==> src/rtl/ps2_scancode_decoder_pkg.sv <==
// ps2_pkg: shared Set-2 constants, decoder states, event layout and digit map.
package ps2_pkg;
  localparam logic [7:0] PFX_EXT = 8'hE0;
  localparam logic [7:0] PFX_BRK = 8'hF0;
  localparam logic [7:0] PFX_PAUSE = 8'hE1;
  localparam logic [7:0] FAKE_SHIFT = 8'h12;
  localparam logic [2:0] PAUSE_LEN = 3'd7;
  typedef logic [2:0] state_t;
  localparam state_t S_IDLE = 3'd0;
  localparam state_t S_EXT = 3'd1;
  localparam state_t S_BRK = 3'd2;
  localparam state_t S_EXT_BRK = 3'd3;
  localparam state_t S_SKIP = 3'd4;
  typedef struct packed {
    logic [7:0] code;
    logic brk;
    logic ext;
    logic dvalid;
    logic [3:0] digit;
  } evt_t;
  function automatic logic is_ctrl(input logic [7:0] b);
    return b inside {8'hFA, 8'hAA, 8'hEE, 8'hFE, 8'h00, 8'hFF};
  endfunction
  // Returns {is_digit, value}; main row and keypad both map to 0-9.
  function automatic logic [4:0] digit_of(input logic [7:0] c);
    case (c)
      8'h45, 8'h70: return 5'h10;
      8'h16, 8'h69: return 5'h11;
      8'h1E, 8'h72: return 5'h12;
      8'h26, 8'h7A: return 5'h13;
      8'h25, 8'h6B: return 5'h14;
      8'h2E, 8'h73: return 5'h15;
      8'h36, 8'h74: return 5'h16;
      8'h3D, 8'h6C: return 5'h17;
      8'h3E, 8'h75: return 5'h18;
      8'h46, 8'h7D: return 5'h19;
      default: return 5'h00;
    endcase
  endfunction
endpackage

==> src/rtl/ps2_scancode_decoder_if.sv <==
// ps2_scancode_decoder_if: byte input and key-event handshake of the scan-code decoder.
interface ps2_scancode_decoder_if;
  logic CODE_VALID;
  logic [7:0] CODEWORD;
  logic EVT_READY;
  logic EVT_VALID;
  logic [7:0] EVT_CODE;
  logic EVT_BREAK;
  logic EVT_EXT;
  logic EVT_DIGIT_VALID;
  logic [3:0] EVT_DIGIT;
  logic OVERFLOW;
  logic [7:0] LED;
  modport master(input CODE_VALID, CODEWORD, EVT_READY,
                 output EVT_VALID, EVT_CODE, EVT_BREAK, EVT_EXT, EVT_DIGIT_VALID, EVT_DIGIT, OVERFLOW, LED);
  modport slave(output CODE_VALID, CODEWORD, EVT_READY,
                input EVT_VALID, EVT_CODE, EVT_BREAK, EVT_EXT, EVT_DIGIT_VALID, EVT_DIGIT, OVERFLOW, LED);
endinterface

==> src/rtl/ps2_scancode_decoder_event_fifo.sv <==
// event_fifo: synchronous FIFO with wrap-bit pointers; a full FIFO accepts a push only alongside a pop.
module event_fifo #(
  parameter int DEPTH = 4,
  parameter int W = 15
) (
  input  logic clk,
  input  logic rst,
  input  logic push,
  input  logic [W-1:0] din,
  input  logic pop,
  output logic [W-1:0] dout,
  output logic full,
  output logic empty
);
  localparam int AW = $clog2(DEPTH);
  logic [W-1:0] mem [DEPTH];
  logic [AW:0] wp, rp;
  logic do_pop, do_push;
  assign empty = wp == rp;
  assign full = (wp[AW] != rp[AW]) && (wp[AW-1:0] == rp[AW-1:0]);
  assign do_pop = pop && !empty;
  assign do_push = push && (!full || do_pop);
  assign dout = mem[rp[AW-1:0]];
  always_ff @(posedge clk or posedge rst)
    if (rst) begin
      wp <= '0;
      rp <= '0;
      mem <= '{default: '0};
    end else begin
      if (do_push) begin
        mem[wp[AW-1:0]] <= din;
        wp <= wp + 1'b1;
      end
      if (do_pop) rp <= rp + 1'b1;
    end
endmodule

==> src/rtl/ps2_scancode_decoder.sv <==
// ps2_scancode_decoder: folds Set-2 prefix sequences into buffered key events with repeat filter and digit map.
module ps2_scancode_decoder import ps2_pkg::*; #(
  parameter int DEPTH = 4,
  parameter bit FILTER_REPEAT = 1
) (
  input logic CLK,
  input logic RST,
  ps2_scancode_decoder_if.master bus
);
  state_t state, state_n;
  logic [2:0] cnt, cnt_n;
  logic [8:0] held, held_n;
  logic [7:0] b, led;
  logic [4:0] dg;
  logic emit_raw, brk, ext, match, emit, acc, full, empty, ovf;
  evt_t ev, head;
  assign b = bus.CODEWORD;
  always_comb begin
    state_n = state;
    cnt_n = cnt;
    emit_raw = 1'b0;
    brk = 1'b0;
    ext = 1'b0;
    if (bus.CODE_VALID)
      case (state)
        S_IDLE: begin
          state_n = b == PFX_EXT ? S_EXT : b == PFX_BRK ? S_BRK : b == PFX_PAUSE ? S_SKIP : S_IDLE;
          cnt_n = b == PFX_PAUSE ? PAUSE_LEN : cnt;
          emit_raw = !(b inside {PFX_EXT, PFX_BRK, PFX_PAUSE}) && !is_ctrl(b);
        end
        S_EXT: begin
          state_n = b == PFX_BRK ? S_EXT_BRK : S_IDLE;
          emit_raw = b != PFX_BRK && b != FAKE_SHIFT;
          ext = 1'b1;
        end
        S_BRK: begin
          state_n = S_IDLE;
          emit_raw = 1'b1;
          brk = 1'b1;
        end
        S_EXT_BRK: begin
          state_n = S_IDLE;
          emit_raw = b != FAKE_SHIFT;
          brk = 1'b1;
          ext = 1'b1;
        end
        S_SKIP: begin
          cnt_n = cnt - 3'd1;
          state_n = cnt == 3'd1 ? S_IDLE : S_SKIP;
        end
        default: state_n = S_IDLE;
      endcase
  end
  // held == 0 means no key held; {0,00} can never be a make since 00 is dropped in IDLE.
  assign match = {ext, b} == held;
  assign emit = emit_raw && !(FILTER_REPEAT && !brk && match);
  assign held_n = (!FILTER_REPEAT || !emit) ? held : !brk ? {ext, b} : match ? 9'd0 : held;
  assign dg = ext ? 5'd0 : digit_of(b);
  assign ev = {b, brk, ext, dg};
  assign acc = emit && (!full || bus.EVT_READY);
  event_fifo #(.DEPTH(DEPTH), .W($bits(evt_t))) u_fifo (
    .clk(CLK), .rst(RST), .push(emit), .din(ev), .pop(bus.EVT_READY),
    .dout(head), .full(full), .empty(empty)
  );
  always_ff @(posedge CLK or posedge RST)
    if (RST) begin
      state <= S_IDLE;
      cnt <= '0;
      held <= '0;
      led <= '0;
      ovf <= 1'b0;
    end else begin
      state <= state_n;
      cnt <= cnt_n;
      held <= held_n;
      if (acc && !brk) led <= b;
      if (emit && full && !bus.EVT_READY) ovf <= 1'b1;
    end
  assign bus.EVT_VALID = !empty;
  assign bus.EVT_CODE = head.code;
  assign bus.EVT_BREAK = head.brk;
  assign bus.EVT_EXT = head.ext;
  assign bus.EVT_DIGIT_VALID = head.dvalid;
  assign bus.EVT_DIGIT = head.digit;
  assign bus.OVERFLOW = ovf;
  assign bus.LED = led;
endmodule

==> src/flat_wrapper.sv <==
// flat-port wrapper written by rule: the top's interface ports become plain ports
module ps2_scancode_decoder_flat import ps2_pkg::*;
#(
  parameter int DEPTH = 4,
  parameter bit FILTER_REPEAT = 1
)
  (CLK, RST, bus_CODE_VALID, bus_CODEWORD, bus_EVT_READY, bus_EVT_VALID, bus_EVT_CODE, bus_EVT_BREAK, bus_EVT_EXT, bus_EVT_DIGIT_VALID, bus_EVT_DIGIT, bus_OVERFLOW, bus_LED);
  ps2_scancode_decoder_if bus_i ();
  input logic CLK;
  input logic RST;
  input wire logic [$bits(bus_i.CODE_VALID)-1:0] bus_CODE_VALID;
  input wire logic [$bits(bus_i.CODEWORD)-1:0] bus_CODEWORD;
  input wire logic [$bits(bus_i.EVT_READY)-1:0] bus_EVT_READY;
  output wire logic [$bits(bus_i.EVT_VALID)-1:0] bus_EVT_VALID;
  output wire logic [$bits(bus_i.EVT_CODE)-1:0] bus_EVT_CODE;
  output wire logic [$bits(bus_i.EVT_BREAK)-1:0] bus_EVT_BREAK;
  output wire logic [$bits(bus_i.EVT_EXT)-1:0] bus_EVT_EXT;
  output wire logic [$bits(bus_i.EVT_DIGIT_VALID)-1:0] bus_EVT_DIGIT_VALID;
  output wire logic [$bits(bus_i.EVT_DIGIT)-1:0] bus_EVT_DIGIT;
  output wire logic [$bits(bus_i.OVERFLOW)-1:0] bus_OVERFLOW;
  output wire logic [$bits(bus_i.LED)-1:0] bus_LED;
  assign bus_i.CODE_VALID = bus_CODE_VALID;
  assign bus_i.CODEWORD = bus_CODEWORD;
  assign bus_i.EVT_READY = bus_EVT_READY;
  assign bus_EVT_VALID = bus_i.EVT_VALID;
  assign bus_EVT_CODE = bus_i.EVT_CODE;
  assign bus_EVT_BREAK = bus_i.EVT_BREAK;
  assign bus_EVT_EXT = bus_i.EVT_EXT;
  assign bus_EVT_DIGIT_VALID = bus_i.EVT_DIGIT_VALID;
  assign bus_EVT_DIGIT = bus_i.EVT_DIGIT;
  assign bus_OVERFLOW = bus_i.OVERFLOW;
  assign bus_LED = bus_i.LED;
  ps2_scancode_decoder #(.DEPTH(DEPTH), .FILTER_REPEAT(FILTER_REPEAT)) u_core (.CLK(CLK), .RST(RST), .bus(bus_i));
endmodule
==> config.mk <==
export PLATFORM = sky130hd
export DESIGN_NAME = ps2_scancode_decoder_flat
export DESIGN_NICKNAME = d
export VERILOG_FILES = /design/src/rtl/ps2_scancode_decoder_pkg.sv /design/src/rtl/ps2_scancode_decoder_if.sv /design/src/rtl/ps2_scancode_decoder_event_fifo.sv /design/src/rtl/ps2_scancode_decoder.sv /design/src/flat_wrapper.sv
export SDC_FILE = /design/constraint.sdc
export NUM_CORES = 1
export LEC_CHECK = 0
export CAP_MARGIN = 20
export CELL_PAD_IN_SITES_DETAIL_PLACEMENT = 1
export CELL_PAD_IN_SITES_GLOBAL_PLACEMENT = 2
export CORE_MARGIN = 8
export CORE_UTILIZATION = 45
export DETAILED_ROUTE_END_ITERATION = 6
export PLACE_DENSITY = 0.85
export SLEW_MARGIN = 20
export SYNTH_ARGS = -nofsm -noshare
export SYNTH_HDL_FRONTEND = slang
export SYNTH_SLANG_ARGS = --single-unit
==> constraint.sdc <==
create_clock -name CLK -period 6.5 [get_ports CLK]
set_clock_uncertainty 0.15 [all_clocks]
set_input_delay 1.3 -clock CLK [delete_from_list [all_inputs] [get_ports CLK]]
set_output_delay 1.3 -clock CLK [all_outputs]
set_load 0.02 [all_outputs]
-- After elaboration in Yosys (flattened, before gate mapping)
Cells that the tools add are included.
W data, S select, Z words.
- register bits after elaboration: 90
- latch bits: 0
- RAM bits: 0
- memory bits (read-only): 0
- input bits: 12
- output and inout port bits: 25
- logic and storage cells: 124
- memories kept: 0
- add/subtract/negate cells: 3
- multiply operators: 0
- divide/modulo/power cells: 0
- order comparisons: 3
- eq/ne operators: 41
- shift-type cells: 0
- multiplexer cells: 24
- bitwise operators: 2
- reductions and logical operators: 40
- operators by type and width (kind ; number):
    $eq A8 B7 Y1 const B ; 12
    $eq A8 B8 Y1 const B ; 8
    $bwmux W60 ; 1
    $pmux W5 S10 ; 1
    $eq A8 B6 Y1 const B ; 6
    $mux W15 ; 3
    $bmux W15 S2 ; 1
    $demux W15 S2 ; 1
    $reduce_or A2 Y1 ; 12
    $mux W9 ; 2
    $eq A8 B5 Y1 const B ; 2
    $mux W3 ; 5
    $logic_and A1 B1 Y1 ; 12
    $eq A9 B9 Y1 ; 1
    $pmux W3 S3 ; 1
    $logic_not A8 Y1 ; 1
    $ne A8 B5 Y1 const B ; 1
    $ne A8 B8 Y1 const B ; 1
    $logic_not A1 Y1 ; 7
    $add A3 B1 Y3 const B ; 2
    $eq A3 B1 Y1 const B ; 2
    $eq A3 B2 Y1 const B ; 2
    $ge A3 B3 Y1 const B ; 2
    $not A2 Y3 ; 2
    other kinds (20) ; 25

-- Logic depth before layout (Yosys ltp)
Gate-level depths: netlist (run 1).
- word-level depth: 10
- mapped depth: 9
- gate-level depth less buffers: 6

-- Hierarchy
Synthesis (run 1) repeated with hierarchy kept, for this count alone.
- cells, all modules: 375
- area total of the unflattened synthesis: 4889.7 µm²
- by module, submodules not included (module ; instances ; cells an instance ; area each (µm²) ; seq. area each (µm²)):
    event_fifo ; 1 ; 182 ; 3179.3 ; 1651.6
    ps2_scancode_decoder ; 1 ; 193 ; 1710.4 ; 600.6

-- Worst setup path after synthesis (run 1)
OpenSTA, ideal clock, no wires.
- kind: input-to-reg
- start point: input bus_CODEWORD[2]
- end point: register u_core.u_fifo.mem[0] (netlist name)
- library setup time: 0.125 ns
- arrival: 3.120 ns
- data required time: 6.225 ns
- setup slack: 3.105 ns
- stages on the path: 8
- buffers on the path: 2
- path through: buf_6 or3_4 or4_4 nand3_2 a21oi_4 nand3_4 buf_12 mux2_4
- longest elaborated chain between the ends: 8
- elaborated cells on any way between the ends: 57
- classes of those cells: 31 x eq/ne; 5 x mux; 21 x reduce/logical
- RTL lines (what ; RTL line ; text):
    from (decl) ; flat_wrapper.sv:12 ; input wire logic [$bits(bus_i.CODEWORD)-1:0] bus_CODEWORD;
    $eq A8 B8 Y1 (tied with other cells) ; ps2_scancode_decoder_pkg.sv:22 ; return b inside {8'hFA, 8'hAA, 8'hEE, 8'hFE, 8'h00, 8'hFF};
    $reduce_bool A6 Y1 or $reduce_bool A3 Y1 (tied branches) ; ps2_scancode_decoder_pkg.sv:22, ps2_scancode_decoder.sv:29 ;
    $logic_not A1 Y1 ; ps2_scancode_decoder.sv:29 ; emit_raw = !(b inside {PFX_EXT, PFX_BRK, PFX_PAUSE}) && !is_ctrl(b);
    $logic_and A1 B1 Y1 ; ps2_scancode_decoder.sv:29 ;
    $pmux W1 S4 ; ps2_scancode_decoder.sv:25 ; case (state)
    $mux W1 ; ps2_scancode_decoder.sv:24 ; if (bus.CODE_VALID)
    $logic_and A1 B1 Y1 ; ps2_scancode_decoder.sv:56 ; assign emit = emit_raw && !(FILTER_REPEAT && !brk && match);
    $logic_and A1 B1 Y1 ; ps2_scancode_decoder_event_fifo.sv:22 ; assign do_push = push && (!full || do_pop);
    to (signal, indexed assignment) ; ps2_scancode_decoder_event_fifo.sv:31 ; mem[wp[AW-1:0]] <= din;
    to (decl) ; ps2_scancode_decoder_event_fifo.sv:16 ; logic [W-1:0] mem [DEPTH];
Several ways; a longest one is shown, not always the timed one.
A chain may end at the register's enable or synchronous reset.

-- Worst setup path after layout (run 1)
- start point: input bus_CODEWORD[4]
- end point: register u_core.u_fifo.mem[8] (netlist name)
- longest elaborated chain between the ends: 8
- elaborated cells on any way between the ends: 24
- classes of those cells: 11 x eq/ne; 2 x mux; 11 x reduce/logical
- RTL lines (what ; RTL line):
    $eq A8 B8 Y1 (tied with other cells) ; ps2_scancode_decoder_pkg.sv:22
    $reduce_bool A6 Y1 or $reduce_bool A3 Y1 (tied branches) ; ps2_scancode_decoder_pkg.sv:22, ps2_scancode_decoder.sv:29
    $logic_not A1 Y1 ; ps2_scancode_decoder.sv:29
    $logic_and A1 B1 Y1 ; ps2_scancode_decoder.sv:29
    $pmux W1 S4 ; ps2_scancode_decoder.sv:25
    $mux W1 ; ps2_scancode_decoder.sv:24
    $logic_and A1 B1 Y1 * ; ps2_scancode_decoder.sv:56
    $logic_and A1 B1 Y1 * ; ps2_scancode_decoder_event_fifo.sv:22
Mark *: on every way between the ends. The rest lies on a longest branch, timed or not.

==> load_flow_metrics.sql, run 1 <==
INSERT INTO impl_metrics (metric_group, metric, value, unit) VALUES
('yosys', 'post_synth_inst_count', '379', ''),
('clock_network', 'post_cts_resized', '0', ''),
('clock_network', 'numCtsBuffers', '9', ''),
('run_status', 'run_status', 'completed', ''),
('yosys', 'synth_async_sr_flop_share', '100.0', '%'),
('placed_design', 'dp_hpwl', '7.987', 'mm'),
('finish', 'layout.filler_cells', '1111', ''),
('critical_path', 'cp.arrival', '4.39', 'ns'),
('critical_path', 'startpoint_class_of_the_critical_path', 'input port', ''),
('yosys', 'synthDistinctLibCells', '61', ''),
('yosys', 'ys_top_cells_by_area', 'sky130_fd_sc_hd__dfrtp_1 45%, sky130_fd_sc_hd__mux2_4 14%, sky130_fd_sc_hd__mux4_2 6.7%', ''),
('routing', 'dr.pass1.iters', '4', ''),
('routing', 'routedWlPerCell', '21.95', 'um'),
('routing', 'drc', '0', ''),
('critical_path', 'timing.reg2reg.worst_path_depth', '4', ''),
('yosys', 'synth_most_common_cell', 'sky130_fd_sc_hd__dfrtp_1', ''),
('routing', 'drt_first_iter_violations', '228', ''),
('yosys', 'yosys-top-cells-count', '90 x sky130_fd_sc_hd__dfrtp_1, 47 x sky130_fd_sc_hd__mux2_4, 22 x sky130_fd_sc_hd__mux2_2, 16 x sky130_fd_sc_hd__xnor2_1, 15 x sky130_fd_sc_hd__mux4_2', ''),
('sta', 'maxSlewHeadroom', '30.23', '%'),
('routing', 'avgViaCountPerCell', '5.926', ''),
('power_and_ir_drop', 'swShare', '35.30', '%'),
('finish', 'area_grow_syn2layout', '11.16', '%'),
('routing', 'antenna_violating_nets_post_route', '0', ''),
('critical_path', 'crit_path_cell_trace', 'clkdlybuf4s50_1, nand2b_1, a21oi_1, o311ai_2, a21oi_4, nand3_4, mux2_4', ''),
('power_and_ir_drop', 'internal_power', '1.501', 'mW'),
('die', 'die_h', '121.7', 'um'),
('global_route', 'groute.layer.met2.usage', '28.62', '%'),
('yosys', 'sequential_area_share_after_synthesis', '44.83', '%'),
('yosys', 'yosysTopAreaCell', 'sky130_fd_sc_hd__dfrtp_1', ''),
('critical_path', 'cpMaxStageDelayCell', 'sky130_fd_sc_hd__clkdlybuf4s50_1', ''),
('critical_path', 'crit_type', 'input port to flip-flop', ''),
('sta', 'totalNegativeSetupSlack', '0', 'ns'),
('power_and_ir_drop', 'netSwitchingPower', '818.5', 'uW'),
('sta', 'tightest_slew', '1.043', 'ns'),
('worst_hold_path', 'worst_hold_path_type', 'flip-flop to flip-flop', ''),
('sta', 'final_max_slew_viol_count', '0', ''),
('global_route', 'globalRouteMet3Util', '4.072', '%'),
('yosys', 'netlist_area', '0.005024', 'mm2'),
('placed_design', 'gpl.final_weighted_congestion', '0.7581', ''),
('sta', 'final.hold.worst_slack', '0.3305', 'ns'),
('die', 'placement_rows', '38', ''),
('power_and_ir_drop', 'max_rail_drop_vdd', '0.0003292', 'V'),
('clock_network', 'h-tree-depth', '3', ''),
('yosys', 'post_syn_nets', '398', ''),
('critical_path', 'cp_data_required_time', '6.61', 'ns'),
('yosys', 'synth.yosys.warnings', '0', ''),
('clock_network', 'clock_sinks', '90', ''),
('worst_hold_path', 'worstHoldStart', 'u_core.cnt[2]', ''),
('clock_network', 'cts_setup_buffers', '0', ''),
('critical_path', 'critical_path.max_stage_delay', '0.96', 'ns'),
('clock_network', 'clockRootBuffer', 'sky130_fd_sc_hd__clkbuf_8', ''),
('die', 'fp.dieArea', '0.01480', 'mm2'),
('worst_hold_path', 'timing.hold.worst_path_depth', '1', ''),
('yosys', 'ys_seq_elements', '90', ''),
('finish', 'final_stage_net_count', '416', ''),
('power_and_ir_drop', 'cellPowerDensity', '415.3', 'mW/mm2'),
('clock_network', 'clkTransAtPathRegs', '0.09', 'ns'),
('clock_network', 'clock_tree.buffer_depth', '2', ''),
('critical_path', 'rrSetupSlack', '3.86', 'ns'),
('die', 'placeableCoreArea', '0.01089', 'mm2'),
('job', 'timing.max_cap.violations', '0', ''),
('clock_network', 'hold_buffers', '0', ''),
('sta', 'achievable-frequency', '233.4', 'MHz'),
('yosys', 'postSynth.topFlopCell', 'sky130_fd_sc_hd__dfrtp_1', ''),
('critical_path', 'cp-end-kind', 'flip-flop', ''),
('sta', 'rsz0062_at_grt', 'no', ''),
('finish', 'sequential_cell_area', '0.002252', 'mm2'),
('finish', 'ratio_of_cells_with_drive_above_1_in_the_final_layout', '29.60', '%'),
('die', 'die_x', '121.7', 'um'),
('routing', 'routed_wirelength', '11.90', 'mm'),
('yosys', 'post_synthesis_area_per_instance', '13.25', 'um2');
[routing by layer]
metal / vias to the layer above / wire, um
met5: - / 0
met4: 0 / 134
met3: 14 / 346
met2: 53 / 5989
met1: 1703 / 5428
li1: 1442 / -
[stage by stage]
stage / power [mW] / std cells / setup slack (ns) / area (um2)
after detailed placement: 1.935 / 526 / 1.832 / 5379
after global placement: 1.887 / 526 / 1.878 / 5379
after CTS: 2.350 / 542 / 2.242 / 5584
after floorplan: 1.593 / 379 / 2.715 / 5024
after global routing: 2.456 / 542 / 2.023 / 5584
final: 2.319 / 542 / 2.215 / 5584
[cells in the final DEF, fill, tap and decap left out, drive strengths merged, types with 2 or more instances in the layout]
cell / n
nand2b: 6
nand2: 10
o22ai: 2
a22o: 8
nor3: 6
clkbuf: 9
and4: 4
o211a: 2
o211ai: 2
a31oi: 4
ha: 7
nor4: 4
nor2b: 8
mux4: 15
nand3: 15
nor4b: 2
nor2: 11
a32oi: 2
and3b: 2
nor3b: 3
or4: 2
or3: 3
clkdlybuf4s50: 36
o32ai: 2
inv: 14
a21oi: 6
mux2: 69
clkinv: 2
dfrtp: 90
buf: 4
and2: 4
xnor2: 16
o31ai: 2
nand4: 4
nor4bb: 3
o21ai: 6
and3: 2
[cell type report]
| type | count | share of cell area, % |
|---|---|---|
| clock buffer | 9 | 2.218 |
| clock inverter | 7 | 1.456 |
| sequential | 90 | 40.33 |
| multi-input combinational | 246 | 45.17 |
| inverter | 10 | 0.6946 |
| tap | 140 | 3.137 |
| timing repair buffer | 40 | 6.991 |
[state kept, by name (all words and copies together), names as in the netlist]
register and cells:
u_core.u_fifo.mem 60, u_core.held 9, u_core.bus.LED 8, u_core.cnt 3, u_core.state 3, u_core.u_fifo.rp 3, u_core.u_fifo.wp 3, u_core.bus.OVERFLOW 1
[power groups by stage]
stage | logic [mW] | clock network, mW | registers, mW
detailed placement | 1.01 | 0 | 0.929
global placement | 0.976 | 0 | 0.912
finish | 0.990 | 0.407 | 0.922
CTS | 1.01 | 0.419 | 0.923
global route | 1.07 | 0.441 | 0.948
floorplan | 0.699 | 0 | 0.894
[cells by family after synthesis]
| family | Yosys count | synth area share [%] |
|---|---|---|
| adders and majority gates | 7 | 1.743 |
| and+or+nand+nor | 91 | 12.13 |
| AOI/OAI and AO/OA | 47 | 7.671 |
| buffers and inverters | 43 | 4.956 |
| DFF | 90 | 44.83 |
| xor gates and xnor gates | 17 | 2.964 |
| muxes | 84 | 25.70 |
[worst max path at each step]
| stage | start | to | depth (start not counted) |
|---|---|---|---|
| 6_report | bus_CODEWORD[4] | u_core.u_fifo.mem[8] | 7 |
| 5_1_grt | bus_CODEWORD[4] | u_core.held[1] | 7 |
| 4_1_cts | bus_CODEWORD[1] | u_core.u_fifo.mem[12] | 7 |
| 3_5_place_dp | bus_CODEWORD[1] | u_core.u_fifo.mem[12] | 7 |
| 3_3_place_gp | bus_CODEWORD[1] | u_core.u_fifo.mem[10] | 7 |
| 2_1_floorplan | RST | u_core.bus.LED[0] | 1 |
[critical path: cells and delay by family]
kind                   cells  cell delay, ns
AO/OA/AOI/OAI              3            0.90
multiplexers               1            0.40
AND/OR/NAND/NOR            2            0.81
buffers and inverters      1            0.96
No activity file was read; power rests on OpenSTA's default activity.
==> run 2: changes to the inputs <==
Settings changed: CORE_UTILIZATION 45 to 42, PLACE_DENSITY 0.85 to 0.8.
Clock period 6.5 ns to 4.2 ns, I/O delays scaled along.
==> run 2 against run 1 <==
Core utilization shrank 2.7 points. First-iteration DRC count shrank 14%. Design area grew 3.2%. Critical endpoint is now bus_EVT_VALID.
==> load_flow_metrics.sql, run 2 (synthesized netlist as in run 1, its figures left out) <==
INSERT INTO impl_metrics (metric_group, metric, value, unit) VALUES
('run_status', 'run_status', 'completed', ''),
('placed_design', 'gpl.final_weighted_congestion', '0.8158', ''),
('sta', 'achievable-frequency', '294.7', 'MHz'),
('sta', 'count_of_final_hold_check_violations', '0', ''),
('global_route', 'antenna_violations_before_repair', '0', ''),
('finish', 'final_stage_net_count', '427', ''),
('finish', 'largest_register_ffs', '60', ''),
('die', 'initial_utilization', '42.35', '%'),
('sta', 'timing.final.setup_violations', '0', ''),
('finish', 'ratio_of_cells_with_drive_above_1_in_the_final_layout', '31.07', '%'),
('routing', 'antenna_violating_nets_post_route', '0', ''),
('clock_network', 'h-tree-depth', '3', ''),
('power_and_ir_drop', 'max_rail_drop_vdd', '0.0002749', 'V'),
('routing', 'routedWlPerCell', '20.93', 'um'),
('job', 'timing.max_cap.violations', '0', ''),
('clock_network', 'post_cts_resized', '0', ''),
('global_route', 'wire_length_of_the_first_global_routing_pass', '19.89', 'mm'),
('routing', 'routed_wirelength', '11.70', 'mm'),
('placed_design', 'port_buffers', '36', ''),
('routing', 'routed-via-count', '3200', ''),
('clock_network', 'clockRootBuffer', 'sky130_fd_sc_hd__clkbuf_16', ''),
('routing', 'drt_first_iter_violations', '195', ''),
('sta', 'post-route-min-period', '3.393', 'ns'),
('routing', 'dr.pass1.iters', '4', ''),
('clock_network', 'clock_sinks', '90', ''),
('sta', 'tightest_slew', '0.9509', 'ns'),
('placed_design', 'dp_hpwl', '7.927', 'mm'),
('critical_path', 'timing.critical_path.fanout_max', '18', ''),
('die', 'placement_rows', '40', ''),
('clock_network', 'clock_insertion_delay_worst_skew', '0.35', 'ns'),
('die', 'pin_count', '37', ''),
('sta', 'maxSlewHeadroom', '36.12', '%'),
('routing', 'drc', '0', ''),
('global_route', 'grt.overflow.total', '0', ''),
('critical_path', 'cp_data_required_time', '3.21', 'ns'),
('critical_path', 'cp-end-kind', 'output port', ''),
('critical_path', 'crit_type', 'flip-flop to output port', ''),
('finish', 'antennaDiodeCount', '0', ''),
('sta', 'share_of_the_clock_period_used_by_the_worst_path_after_layout', '80.79', '%'),
('sta', 'totalNegativeSetupSlack', '0', 'ns'),
('sta', 'rsz0062_at_grt', 'no', ''),
('routing', 'routed.top_layer', 'met4', ''),
('power_and_ir_drop', 'p_total', '3.719', 'mW'),
('finish', 'layout_commonest_cell', 'sky130_fd_sc_hd__dfrtp_1', ''),
('die', 'die_x', '125.4', 'um'),
('finish', 'most-common-layout-cells', '90 x sky130_fd_sc_hd__dfrtp_1, 47 x sky130_fd_sc_hd__mux2_4, 36 x sky130_fd_sc_hd__clkdlybuf4s50_1, 22 x sky130_fd_sc_hd__mux2_2, 16 x sky130_fd_sc_hd__xnor2_1', ''),
('critical_path', 'startpoint_class_of_the_critical_path', 'flip-flop', ''),
('clock_network', 'clock_tree.buffer_depth', '2', ''),
('global_route', 'grt_start_max_net_pins', '50', ''),
('finish', 'max_flop_register', 'u_core.u_fifo.mem', ''),
('die', 'fp.dieArea', '0.01572', 'mm2'),
('routing', 'drt-met1-wl', '5.489', 'mm'),
('clock_network', 'cts_setup_buffers', '0', ''),
('global_route', 'vias_in_the_first_global_route', '3583', ''),
('routing', 'met3WireLength', '386', 'um'),
('power_and_ir_drop', 'cellPowerDensity', '645.4', 'mW/mm2'),
('clock_network', 'hold_buffers', '0', ''),
('power_and_ir_drop', 'leakage', '2.606', 'nW'),
('global_route', 'grtUsageTotal', '15.99', '%'),
('worst_hold_path', 'worst_hold_path_type', 'flip-flop to flip-flop', ''),
('finish', 'area_grow_syn2layout', '14.69', '%'),
('clock_network', 'tritoncts_clock_tree', 'yes', ''),
('routing', 'avgViaCountPerCell', '5.725', ''),
('routing', 'dr_wl_met2', '5.636', 'mm'),
('finish', 'final_cells', '559', ''),
('clock_network', 'numCtsBuffers', '9', ''),
('die', 'placeableCoreArea', '0.01186', 'mm2'),
('critical_path', 'cp.arrival', '2.40', 'ns'),
('sta', 'final_max_slew_viol_count', '0', ''),
('placed_design', 'placedCellCount', '544', ''),
('clock_network', 'clkTransAtPathRegs', '0.06', 'ns'),
('die', 'die_h', '125.4', 'um');
run 2: area by class of cell:
class / count / area (um2)
clock buffer: 12 / 256.5
clock inverter: 3 / 22.52
fill: 1207 / 6100
inverter: 10 / 38.79
multi-input combinational: 246 / 2522
sequential: 90 / 2252
tap: 147 / 183.9
timing repair buffer: 51 / 485.5
run 2: routing by layer:
layer | global-route usage (%) | vias to the layer above
li1 | - | 1452
met1 | 20.69 | 1680
met2 | 25.79 | 52
met3 | 3.697 | 16
met4 | 5.444 | 0
met5 | 0 | -
run 2: stage by stage:
step / hold slack (ns) / setup WS (ns) / utilization [%] / instance area [um2]
after detailed placement: 0.3216 / 0.4969 / 46.22 / 5483
final: 0.3301 / 0.8069 / 48.58 / 5762
after floorplan: 0.2944 / 0.8747 / - / 5024
after CTS: 0.3320 / 0.7763 / 48.58 / 5762
after global placement: 0.3097 / 0.5307 / 46.22 / 5483
after global routing: 0.3459 / 0.6839 / 48.58 / 5762
run 2: final timing paths:
kind / from / to / slack [ns] / cells after the start
worst min register to register: u_core.cnt[2] / u_core.cnt[2] / 0.33 / 1
min in group asynchronous: RST / u_core.u_fifo.mem[36] / 0.78 / 2
max in group asynchronous: RST / u_core.u_fifo.wp[1] / 2.40 / 3
worst max-delay path: u_core.u_fifo.rp[1] / bus_EVT_VALID / 0.81 / 3
worst max register to register: u_core.state[0] / u_core.u_fifo.mem[0] / 1.60 / 6
worst min-delay path: u_core.cnt[2] / u_core.cnt[2] / 0.33 / 1
run 2: where the power goes:
part | leakage (nW) | switching (mW) | internal, mW | total, mW
combinational | 1.31 | 0.666 | 0.861 | 1.53
clock | 0.139 | 0.338 | 0.433 | 0.771
sequential | 1.16 | 0.237 | 1.18 | 1.42
total | 2.61 | 1.24 | 2.48 | 3.72
run 2: critical path, stage by stage, from the launching register on:
cell,delay [ns]
sky130_fd_sc_hd__dfrtp_1,0.92
sky130_fd_sc_hd__xnor2_1,0.27
sky130_fd_sc_hd__nand3_1,0.22
sky130_fd_sc_hd__clkdlybuf4s50_1,0.64
==> run 3: changes to the inputs <==
Clock period 4.2 ns to 3.44 ns, I/O delays scaled along.
==> run 3 against run 2 <==
Via count is 0.53% higher. Sequential power is 22% higher. Worst setup slack lost 0.61 ns. Count of clock-buffer cells in the layout down 2. Worst hold slack worse by 0.00091 ns. Final cell count is 1.3% higher. Critical path type unchanged. Die area stayed put.
==> load_flow_metrics.sql, run 3 (synthesized netlist as in run 1, its figures left out) <==
INSERT INTO impl_metrics (metric_group, metric, value, unit) VALUES
('sta', 'tightest_slew', '0.9088', 'ns'),
('clock_network', 'clockRootBuffer', 'sky130_fd_sc_hd__clkbuf_16', ''),
('sta', 'maxSlewHeadroom', '38.95', '%'),
('sta', 'count_of_final_hold_check_violations', '0', ''),
('global_route', 'vias_in_the_first_global_route', '3616', ''),
('placed_design', 'gpl.final_weighted_congestion', '0.7736', ''),
('finish', 'area_grow_syn2layout', '17.26', '%'),
('clock_network', 'hold_buffers', '0', ''),
('clock_network', 'clock_tree.buffer_depth', '2', ''),
('finish', 'final_cell_area', '0.005891', 'mm2'),
('sta', 'final_max_slew_viol_count', '0', ''),
('run_status', 'run_status', 'completed', ''),
('sta', 'totalNegativeSetupSlack', '0', 'ns'),
('finish', 'largest_register_ffs', '60', ''),
('routing', 'drt_first_iter_violations', '149', ''),
('global_route', 'wire_length_of_the_first_global_routing_pass', '19.80', 'mm'),
('die', 'initial_utilization', '42.35', '%'),
('clock_network', 'clock_sinks', '90', ''),
('finish', 'ratio_of_cells_with_drive_above_1_in_the_final_layout', '32.22', '%'),
('sta', 'timing.final.setup_violations', '0', ''),
('placed_design', 'placement.setup.worst_slack', '0.04985', 'ns'),
('global_route', 'antenna_violations_before_repair', '0', ''),
('global_route', 'grt-busiest-layer', 'met2', ''),
('power_and_ir_drop', 'cellPowerDensity', '797.3', 'mW/mm2'),
('sta', 'final.hold.worst_slack', '0.3292', 'ns'),
('clock_network', 'tritoncts_clock_tree', 'yes', ''),
('clock_network', 'cts_setup_buffers', '0', ''),
('routing', 'routedWlPerCell', '20.51', 'um'),
('global_route', 'globalRouteMet1Util', '20.02', '%'),
('worst_hold_path', 'worst_hold_path_type', 'flip-flop to flip-flop', ''),
('routing', 'antenna_violating_nets_post_route', '0', ''),
('clock_network', 'clkTransAtPathRegs', '0.07', 'ns'),
('placed_design', 'dp_hpwl', '8.072', 'mm'),
('power_and_ir_drop', 'max_rail_drop_vdd', '0.0003050', 'V'),
('finish', 'antennaDiodeCount', '0', ''),
('clock_network', 'numCtsBuffers', '9', ''),
('routing', 'drc', '0', ''),
('sta', 'rsz0062_at_grt', 'no', ''),
('die', 'pin_count', '37', ''),
('critical_path', 'cp_data_required_time', '2.60', 'ns'),
('finish', 'max_flop_register', 'u_core.u_fifo.mem', ''),
('routing', 'avgViaCountPerCell', '5.684', ''),
('sta', 'achievable-frequency', '308.2', 'MHz'),
('finish', 'layout_commonest_cell', 'sky130_fd_sc_hd__dfrtp_1', ''),
('placed_design', 'port_buffers', '36', ''),
('die', 'placement_rows', '40', ''),
('die', 'die_h', '125.4', 'um'),
('critical_path', 'timing.critical_path.fanout_max', '18', ''),
('sta', 'finalWorstSetupSlack', '0.1953', 'ns'),
('critical_path', 'crit_type', 'flip-flop to output port', ''),
('global_route', 'grtUsageTotal', '15.78', '%'),
('finish', 'final_stage_net_count', '433', ''),
('job', 'timing.max_cap.violations', '0', ''),
('placed_design', 'placed_area', '0.005565', 'mm2'),
('clock_network', 'post_cts_resized', '0', ''),
('global_route', 'groute.layer.met2.usage', '26.01', '%'),
('die', 'die_x', '125.4', 'um'),
('routing', 'dr.pass1.iters', '4', ''),
('global_route', 'grt.overflow.total', '0', ''),
('clock_network', 'clock_insertion_delay_worst_skew', '0.34', 'ns'),
('global_route', 'grt_start_max_net_pins', '50', ''),
('critical_path', 'cp-end-kind', 'output port', ''),
('power_and_ir_drop', 'leakage', '2.664', 'nW'),
('die', 'placeableCoreArea', '0.01186', 'mm2'),
('clock_network', 'h-tree-depth', '3', ''),
('finish', 'most-common-layout-cells', '90 x sky130_fd_sc_hd__dfrtp_1, 47 x sky130_fd_sc_hd__mux2_4, 36 x sky130_fd_sc_hd__clkdlybuf4s50_1, 22 x sky130_fd_sc_hd__mux2_2, 17 x sky130_fd_sc_hd__buf_4', ''),
('sta', 'share_of_the_clock_period_used_by_the_worst_path_after_layout', '94.32', '%'),
('finish', 'layout.filler_cells', '1214', ''),
('die', 'fp.dieArea', '0.01572', 'mm2'),
('critical_path', 'startpoint_class_of_the_critical_path', 'flip-flop', ''),
('routing', 'routed-via-count', '3217', ''),
('sta', 'post-route-min-period', '3.245', 'ns'),
('global_route', 'globalRouteMet3Util', '4.122', '%'),
('critical_path', 'cp.arrival', '2.41', 'ns'),
('routing', 'routed_wirelength', '11.61', 'mm');
==> run 3: cell type report <==
class	instances	area [um2]	share of cell area [%]
inverter	10	38.79	0.6585
clock inverter	6	96.34	1.636
sequential	90	2252	38.23
timing repair buffer	57	568.0	9.643
clock buffer	10	229.0	3.887
tap	147	183.9	3.122
multi-input combinational	246	2522	42.82
==> run 3: layer usage <==
metal	share of wire, %	up-vias
li1	-	1478
met1	47	1677
met2	49	49
met3	2.7	13
met4	1.2	0
met5	0	-
==> run 3: final timing paths <==
kind | from | endpoint | slack (ns) | cells after the start
hold / removal | u_core.cnt[2] | u_core.cnt[2] | 0.33 | 1
hold reg to reg | u_core.cnt[2] | u_core.cnt[2] | 0.33 | 1
setup / recovery | u_core.u_fifo.rp[1] | bus_EVT_VALID | 0.20 | 3
min in group asynchronous | RST | u_core.u_fifo.mem[56] | 0.68 | 2
setup reg to reg | u_core.state[1] | u_core.u_fifo.mem[24] | 0.84 | 6
max in group asynchronous | RST | u_core.u_fifo.mem[29] | 1.77 | 3
==> run 3: worst max-delay path, cell delays in order, from the launching register on <==
cell                              delay (ns)
sky130_fd_sc_hd__dfrtp_1                0.91
sky130_fd_sc_hd__xnor2_1                0.27
sky130_fd_sc_hd__nand3_1                0.23
sky130_fd_sc_hd__clkdlybuf4s50_1        0.65
==> run 3: per-stage QoR <==
stage	util, %	power (mW)	instances
6_report	49.66	4.697	566
5_1_grt	49.66	4.955	566
4_1_cts	49.66	4.767	566
3_5_place_dp	46.92	3.651	550
3_3_place_gp	46.92	3.574	550
2_1_floorplan	-	3.011	379
==> run 3: report_power, final <==
part	internal, mW	switching [mW]
sequential	1.45	0.288
combinational	1.06	0.814
clock	0.647	0.439
